===== config.mk =====
export PLATFORM = sky130hd
export DESIGN_NAME = chunked_serial_adder_flat
export DESIGN_NICKNAME = d
export VERILOG_FILES = /design/src/rtl/chunked_serial_adder_if.sv /design/src/rtl/chunked_serial_adder.sv /design/src/flat_wrapper.sv
export SDC_FILE = /design/constraint.sdc
export NUM_CORES = 1
export LEC_CHECK = 0
export ABC_CLOCK_PERIOD_IN_PS = 9000
export CORE_MARGIN = 2
export CORE_UTILIZATION = 40
export CTS_CLUSTER_DIAMETER = 120
export CTS_CLUSTER_SIZE = 8
export DETAILED_ROUTE_END_ITERATION = 8
export PLACE_DENSITY = 0.72
export SLEW_MARGIN = 15
export SYNTH_ARGS = -nofsm -noshare
export SYNTH_HDL_FRONTEND = slang
export SYNTH_SLANG_ARGS = --single-unit

===== constraint.sdc =====
create_clock -name clk -period 9 [get_ports clk]
set_input_delay 2.7 -clock clk [delete_from_list [all_inputs] [get_ports clk]]
set_output_delay 2.7 -clock clk [all_outputs]
set_load 0.02 [all_outputs]

===== src/rtl/chunked_serial_adder_if.sv =====
// chunked_serial_adder_if
// Request/result bundle for the chunked serial adder.
//   start, sub, a, b, cin : request side, driven by the master
//   busy, done, sum, cout, ovf : status/result side, driven by the adder
interface chunked_serial_adder_if #(
  parameter int WIDTH = 16
);
  logic             start;
  logic             sub;
  logic [WIDTH-1:0] a;
  logic [WIDTH-1:0] b;
  logic             cin;
  logic             busy;
  logic             done;
  logic [WIDTH-1:0] sum;
  logic             cout;
  logic             ovf;

  modport master (
    output start, sub, a, b, cin,
    input  busy, done, sum, cout, ovf
  );

  modport slave (
    input  start, sub, a, b, cin,
    output busy, done, sum, cout, ovf
  );
endinterface


===== src/rtl/chunked_serial_adder.sv =====
// chunked_serial_adder
// Multi-cycle WIDTH-bit adder/subtractor that walks a CHUNK-bit ripple slice
// from LSB to MSB, one chunk per clock.
//   clk  : rising-edge clock
//   rst  : synchronous active-high reset (aborts any operation)
//   bus  : slave side of chunked_serial_adder_if
//          start/sub/a/b/cin sampled when start=1 and busy=0;
//          busy while chunks are processed, done pulses one cycle when
//          sum/cout/ovf are updated; results hold until the next done.
module chunked_serial_adder #(
  parameter int WIDTH = 16,
  parameter int CHUNK = 4
) (
  input  logic                  clk,
  input  logic                  rst,
  chunked_serial_adder_if.slave bus
);

  localparam int NCH = WIDTH / CHUNK;
  localparam int KW  = (NCH > 1) ? $clog2(NCH) : 1;

  typedef enum logic [1:0] {IDLE, RUN, DONE} state_t;

  state_t           state;
  state_t           state_nxt;
  logic [KW-1:0]    k;
  logic [WIDTH-1:0] a_q;
  logic [WIDTH-1:0] b_q;
  logic [WIDTH-1:0] acc;
  logic [WIDTH-1:0] acc_nxt;
  logic [WIDTH-1:0] sum_q;
  logic             carry;
  logic             cout_q;
  logic             ovf_q;
  logic [CHUNK-1:0] a_ch;
  logic [CHUNK-1:0] b_ch;
  logic [CHUNK-1:0] s_ch;
  logic             rc;
  logic             c_msb;
  logic             busy;
  logic             done;
  logic             accept;
  logic             last;

  // A request is taken whenever no operation is running, including the
  // DONE cycle, which gives back-to-back operation.
  assign accept = bus.start && (state != RUN);
  assign last   = (k == KW'(NCH - 1));

  // CHUNK-bit ripple slice on chunk k. c_msb is the carry into the top bit
  // of the slice; on the last chunk that is the carry into bit WIDTH-1.
  always_comb begin
    a_ch  = a_q[int'(k)*CHUNK +: CHUNK];
    b_ch  = b_q[int'(k)*CHUNK +: CHUNK];
    s_ch  = '0;
    c_msb = 1'b0;
    rc    = carry;
    for (int i = 0; i < CHUNK; i++) begin
      if (i == CHUNK - 1) c_msb = rc;
      s_ch[i] = a_ch[i] ^ b_ch[i] ^ rc;
      rc      = (a_ch[i] & b_ch[i]) | (rc & (a_ch[i] ^ b_ch[i]));
    end
    acc_nxt = acc;
    acc_nxt[int'(k)*CHUNK +: CHUNK] = s_ch;
  end

  // State register
  always_ff @(posedge clk) begin
    if (rst) state <= IDLE;
    else     state <= state_nxt;
  end

  // Next-state logic
  always_comb begin
    state_nxt = state;
    case (state)
      IDLE:    if (bus.start) state_nxt = RUN;
      RUN:     if (last) state_nxt = DONE;
      DONE:    state_nxt = bus.start ? RUN : IDLE;
      default: state_nxt = IDLE;
    endcase
  end

  // Output decode
  always_comb begin
    busy = (state == RUN);
    done = (state == DONE);
  end

  // Control and result registers
  always_ff @(posedge clk) begin
    if (rst) begin
      k      <= '0;
      carry  <= 1'b0;
      sum_q  <= '0;
      cout_q <= 1'b0;
      ovf_q  <= 1'b0;
    end else if (accept) begin
      // Subtract is a + ~b + 1 - cin, so both b and the carry are inverted.
      carry <= bus.cin ^ bus.sub;
      k     <= '0;
    end else if (state == RUN) begin
      carry <= rc;
      k     <= last ? '0 : k + 1'b1;
      if (last) begin
        sum_q  <= acc_nxt;
        cout_q <= rc;
        ovf_q  <= c_msb ^ rc;
      end
    end
  end

  // Operand and accumulator storage
  always_ff @(posedge clk) begin
    if (accept) begin
      a_q <= bus.a;
      b_q <= bus.b ^ {WIDTH{bus.sub}};
    end
    if (state == RUN) acc <= acc_nxt;
  end

  assign bus.busy = busy;
  assign bus.done = done;
  assign bus.sum  = sum_q;
  assign bus.cout = cout_q;
  assign bus.ovf  = ovf_q;

endmodule


===== src/flat_wrapper.sv =====
// flat-port wrapper written by rule: the top's interface ports become plain ports
module chunked_serial_adder_flat 
#(
  parameter int WIDTH = 16,
  parameter int CHUNK = 4
)
  (clk, rst, bus_start, bus_sub, bus_a, bus_b, bus_cin, bus_busy, bus_done, bus_sum, bus_cout, bus_ovf);
  chunked_serial_adder_if #(.WIDTH(WIDTH)) bus_i ();
  input  logic clk;
  input  logic rst;
  input wire logic [$bits(bus_i.start)-1:0] bus_start;
  input wire logic [$bits(bus_i.sub)-1:0] bus_sub;
  input wire logic [$bits(bus_i.a)-1:0] bus_a;
  input wire logic [$bits(bus_i.b)-1:0] bus_b;
  input wire logic [$bits(bus_i.cin)-1:0] bus_cin;
  output wire logic [$bits(bus_i.busy)-1:0] bus_busy;
  output wire logic [$bits(bus_i.done)-1:0] bus_done;
  output wire logic [$bits(bus_i.sum)-1:0] bus_sum;
  output wire logic [$bits(bus_i.cout)-1:0] bus_cout;
  output wire logic [$bits(bus_i.ovf)-1:0] bus_ovf;
  assign bus_i.start = bus_start;
  assign bus_i.sub = bus_sub;
  assign bus_i.a = bus_a;
  assign bus_i.b = bus_b;
  assign bus_i.cin = bus_cin;
  assign bus_busy = bus_i.busy;
  assign bus_done = bus_i.done;
  assign bus_sum = bus_i.sum;
  assign bus_cout = bus_i.cout;
  assign bus_ovf = bus_i.ovf;
  chunked_serial_adder #(.WIDTH(WIDTH), .CHUNK(CHUNK)) u_core (.clk(clk), .rst(rst), .bus(bus_i));
endmodule

==> out/results.tsv <==
stage	metric	value	unit
pwr	Combinational Power Share	12.5	%
clock_tree	root buf cell	clkbuf_8	
sta	fmax	212	MHz
layout	antenna cells	0	
clock_tree	Max Buffers Root-to-Sink	2	
clock_tree	clock latency on the worst-skew pair	0.33	ns
clock_tree	CTS Buf Count	9	
logic_synthesis	Synth Net Count	288	
floorplanning	IO Pins	57	
logic_synthesis	most used flip-flop cell after synthesis	edfxtp_1	
placed_design	dpl hpwl	4010	µm
grt	vias in the first global route	2018	
logic_synthesis	Post-synth EDFFs	48	
grt	GR Overflow Total	0	
sta	Fin. Hold Viols	0	
pwr	sw power	167	µW
logic_synthesis	Post-Syn Instances	241	
route	via total after detailed routing	1971	
logic_synthesis	top-area cell type share of the netlist area	44.1	%
worst_setup_path	crit-path max cell delay	0.66	ns
sta	worst slew pin tran	1.10	ns
route	drt first pass iters	4	
layout	layout cells sized above 1	16.7	%
sta	Setup Skew	0.00820	ns
route	drt wl/cell	13.6	µm
sta	period utilization	52.5	%
logic_synthesis	most frequent cell after synthesis	edfxtp_1	
route	1st-iter DRT viols	93	
worst_setup_path	CP startpoint kind	flop	
clock_tree	htree depth	3	
pwr	P_leak	0.00146	µW
logic_synthesis	#FFs+latches synth	71	
route	Residual DRC	0	
grt	first-pass GRT wire length	9280	µm
worst_setup_path	CP max-delay cell	clkdlybuf4s50_1	
floorplanning	floorplan die height	94.4	µm
logic_synthesis	Syn. warnings	0	
clock_tree	CTS tree	done	
layout	area grow syn2layout	26.2	%
placed_design	Port Buffers	56	
clock_tree	CTS sink count	71	
grt	Total Routing Usage GR	13.8	%
worst_setup_path	CP Class	flop to primary output	
worst_hold_path	WHS Path Cells	2	
route	Antenna Violating Nets Remaining	0	
floorplanning	# rows	32	
logic_synthesis	synth cell count leaders	edfxtp_1, dfxtp_1, nand2_1	
logic_synthesis	Syn Area/Cell	13.6	µm²
worst_setup_path	crit-path cells	or2b_1 -> inv_1 -> buf_4 -> clkdlybuf4s50_1	
route	Via density	4.84	
pwr	Clock Power Share	38.3	%
worst_setup_path	CP required	6.30	ns
logic_synthesis	cell taking the most area after synthesis	edfxtp_1	
pwr	P_int	601	µW
placed_design	placed cell area	3890	µm²
layout	non-filler cells, final	407	
clock_tree	setup bufs post-CTS	0	
status	run status	completed	
floorplanning	Starting Density	41.8	%
pwr	Net Sw Frac	21.7	%
floorplanning	Die ar.	8900	µm²
worst_setup_path	worst reg-to-reg path cell count	13	
pwr	share of power burned in registers	49.3	%
clock_tree	post_cts resized	0	
clock_tree	number of hold-repair buffers added at the cts stage	0	
sta	Final setup violation count	0	
floorplanning	DIE WIDTH	94.4	µm
sta	Fin Setup TNS	0	ns
sta	Slew Limit Headroom	26.6	%
logic_synthesis	sequential cell area fraction in the yosys report	58.2	%
grt	antenna violations before repair	0	
worst_setup_path	WP data arrival	2.03	ns
layout	fin area	4120	µm²
logic_synthesis	synth top area cells	edfxtp_1, dfxtp_1, a311oi_2, mux4_2, xor2_1	
worst_hold_path	Min-Delay Path Class	flop to flop	
logic_synthesis	Netlist cell types	34	
logic_synthesis	mapped cell area	3270	µm²
sta	minimum clock period	4.73	ns
worst_setup_path	crit path max fanout	21	
worst_setup_path	Setup crit end kind	primary output	
placed_design	Placer Congestion	0.782	
sta	max-slew violation count	0	
route	DRT Wirelength	5550	µm
pwr	maximum vdd drop	0.105	mV
sta	RSZ-0062 raised after global routing	false	
layout	nets@finish	348	
logic_synthesis	asr flop ratio synth	0	%
floorplanning	core area	7810	µm²
placed_design	placed insts	392	
grt	largest net degree at the start of global routing	35	
pwr	PwrDens	186	nW/µm²
clock_tree	clock slew seen by the registers of the worst setup and hold paths	0.07	ns
job	max-cap violations	0	
==> metrics by stage <==
step	util (%)	worst slack (ns)	hold slack (ns)	total power, µW
after floorplan	-	4.45	0.516	447
after global placement	49.8	4.57	0.459	480
after detailed placement	49.8	4.54	0.474	483
after CTS	52.8	4.24	0.484	780
after global routing	52.8	4.14	0.499	802
final	52.8	4.27	0.478	768
==> placed cells by master (no fill, tap or decap), drive strengths merged, types with 9 or more instances in the layout <==
master,n
dfxtp,23
clkdlybuf4s50,56
a311oi,16
nand3,11
nor2,23
edfxtp,48
clkbuf,9
inv,12
nand2b,16
nand2,22
xor2,16
==> final timing paths <==
check | startpoint | endpoint | slack (ns)
max | u_core.state[0] | bus_busy | 4.27
min | u_core.bus.ovf | u_core.bus.ovf | 0.48
max reg2reg | u_core.k[0] | u_core.bus.sum[7] | 5.50
min reg2reg | u_core.bus.ovf | u_core.bus.ovf | 0.48
==> layout make-up <==
| cell class | instances | area (µm²) |
|---|---|---|
| timing repair buffer | 60 | 591 |
| fill | 683 | 3690 |
| clock inverter | 6 | 110 |
| clock buffer | 9 | 124 |
| inverter | 12 | 45.0 |
| sequential | 71 | 1900 |
| multi-input combinational | 147 | 1220 |
| tap | 102 | 128 |
==> layer usage <==
layer | GRT usage [%] | up-vias | wire length, µm
li1 | - | 984 | -
met1 | 17.1 | 924 | 2450
met2 | 23.0 | 61 | 2780
met3 | 4.79 | 2 | 295
met4 | 3.99 | 0 | 14
met5 | 0 | - | 0
==> power groups by stage <==
stage	logic [µW]	clock network, µW	registers (µW)
after CTS	97.2	304	378
after global routing	107	315	380
after floorplan	62.9	0	384
final	95.6	294	378
after detailed placement	97.0	0	386
after global placement	95.8	0	384
==> critical path, delay by kind of cell (launching register included) <==
family / cells / cell delay [ns]
buf+inv: 3 / 1.01
simple gates: 1 / 0.30
flops: 1 / 0.39
==> registers in the layout, indices dropped and copies added, names as in the netlist <==
register,flops
u_core.bus.ovf,1
u_core.carry,1
u_core.k,2
u_core.state,2
u_core.bus.cout,1
u_core.a_q,16
u_core.b_q,16
u_core.acc,16
u_core.bus.sum,16
==> kinds of logic (layout without fill, tap and decap cells) <==
kind of cell | Yosys count | count (layout) | synth area share, %
multiplexers | 8 | 8 | 5.52
AO/OA/AOI/OAI | 23 | 23 | 7.93
XOR/XNOR | 18 | 18 | 4.83
buffers and inverters | 23 | 87 | 4.44
adder cells (fa/ha/maj) | 10 | 10 | 4.75
AND/OR/NAND/NOR | 88 | 88 | 14.3
flip-flops | 71 | 71 | 58.2
No activity file was read; power rests on OpenSTA's default activity.
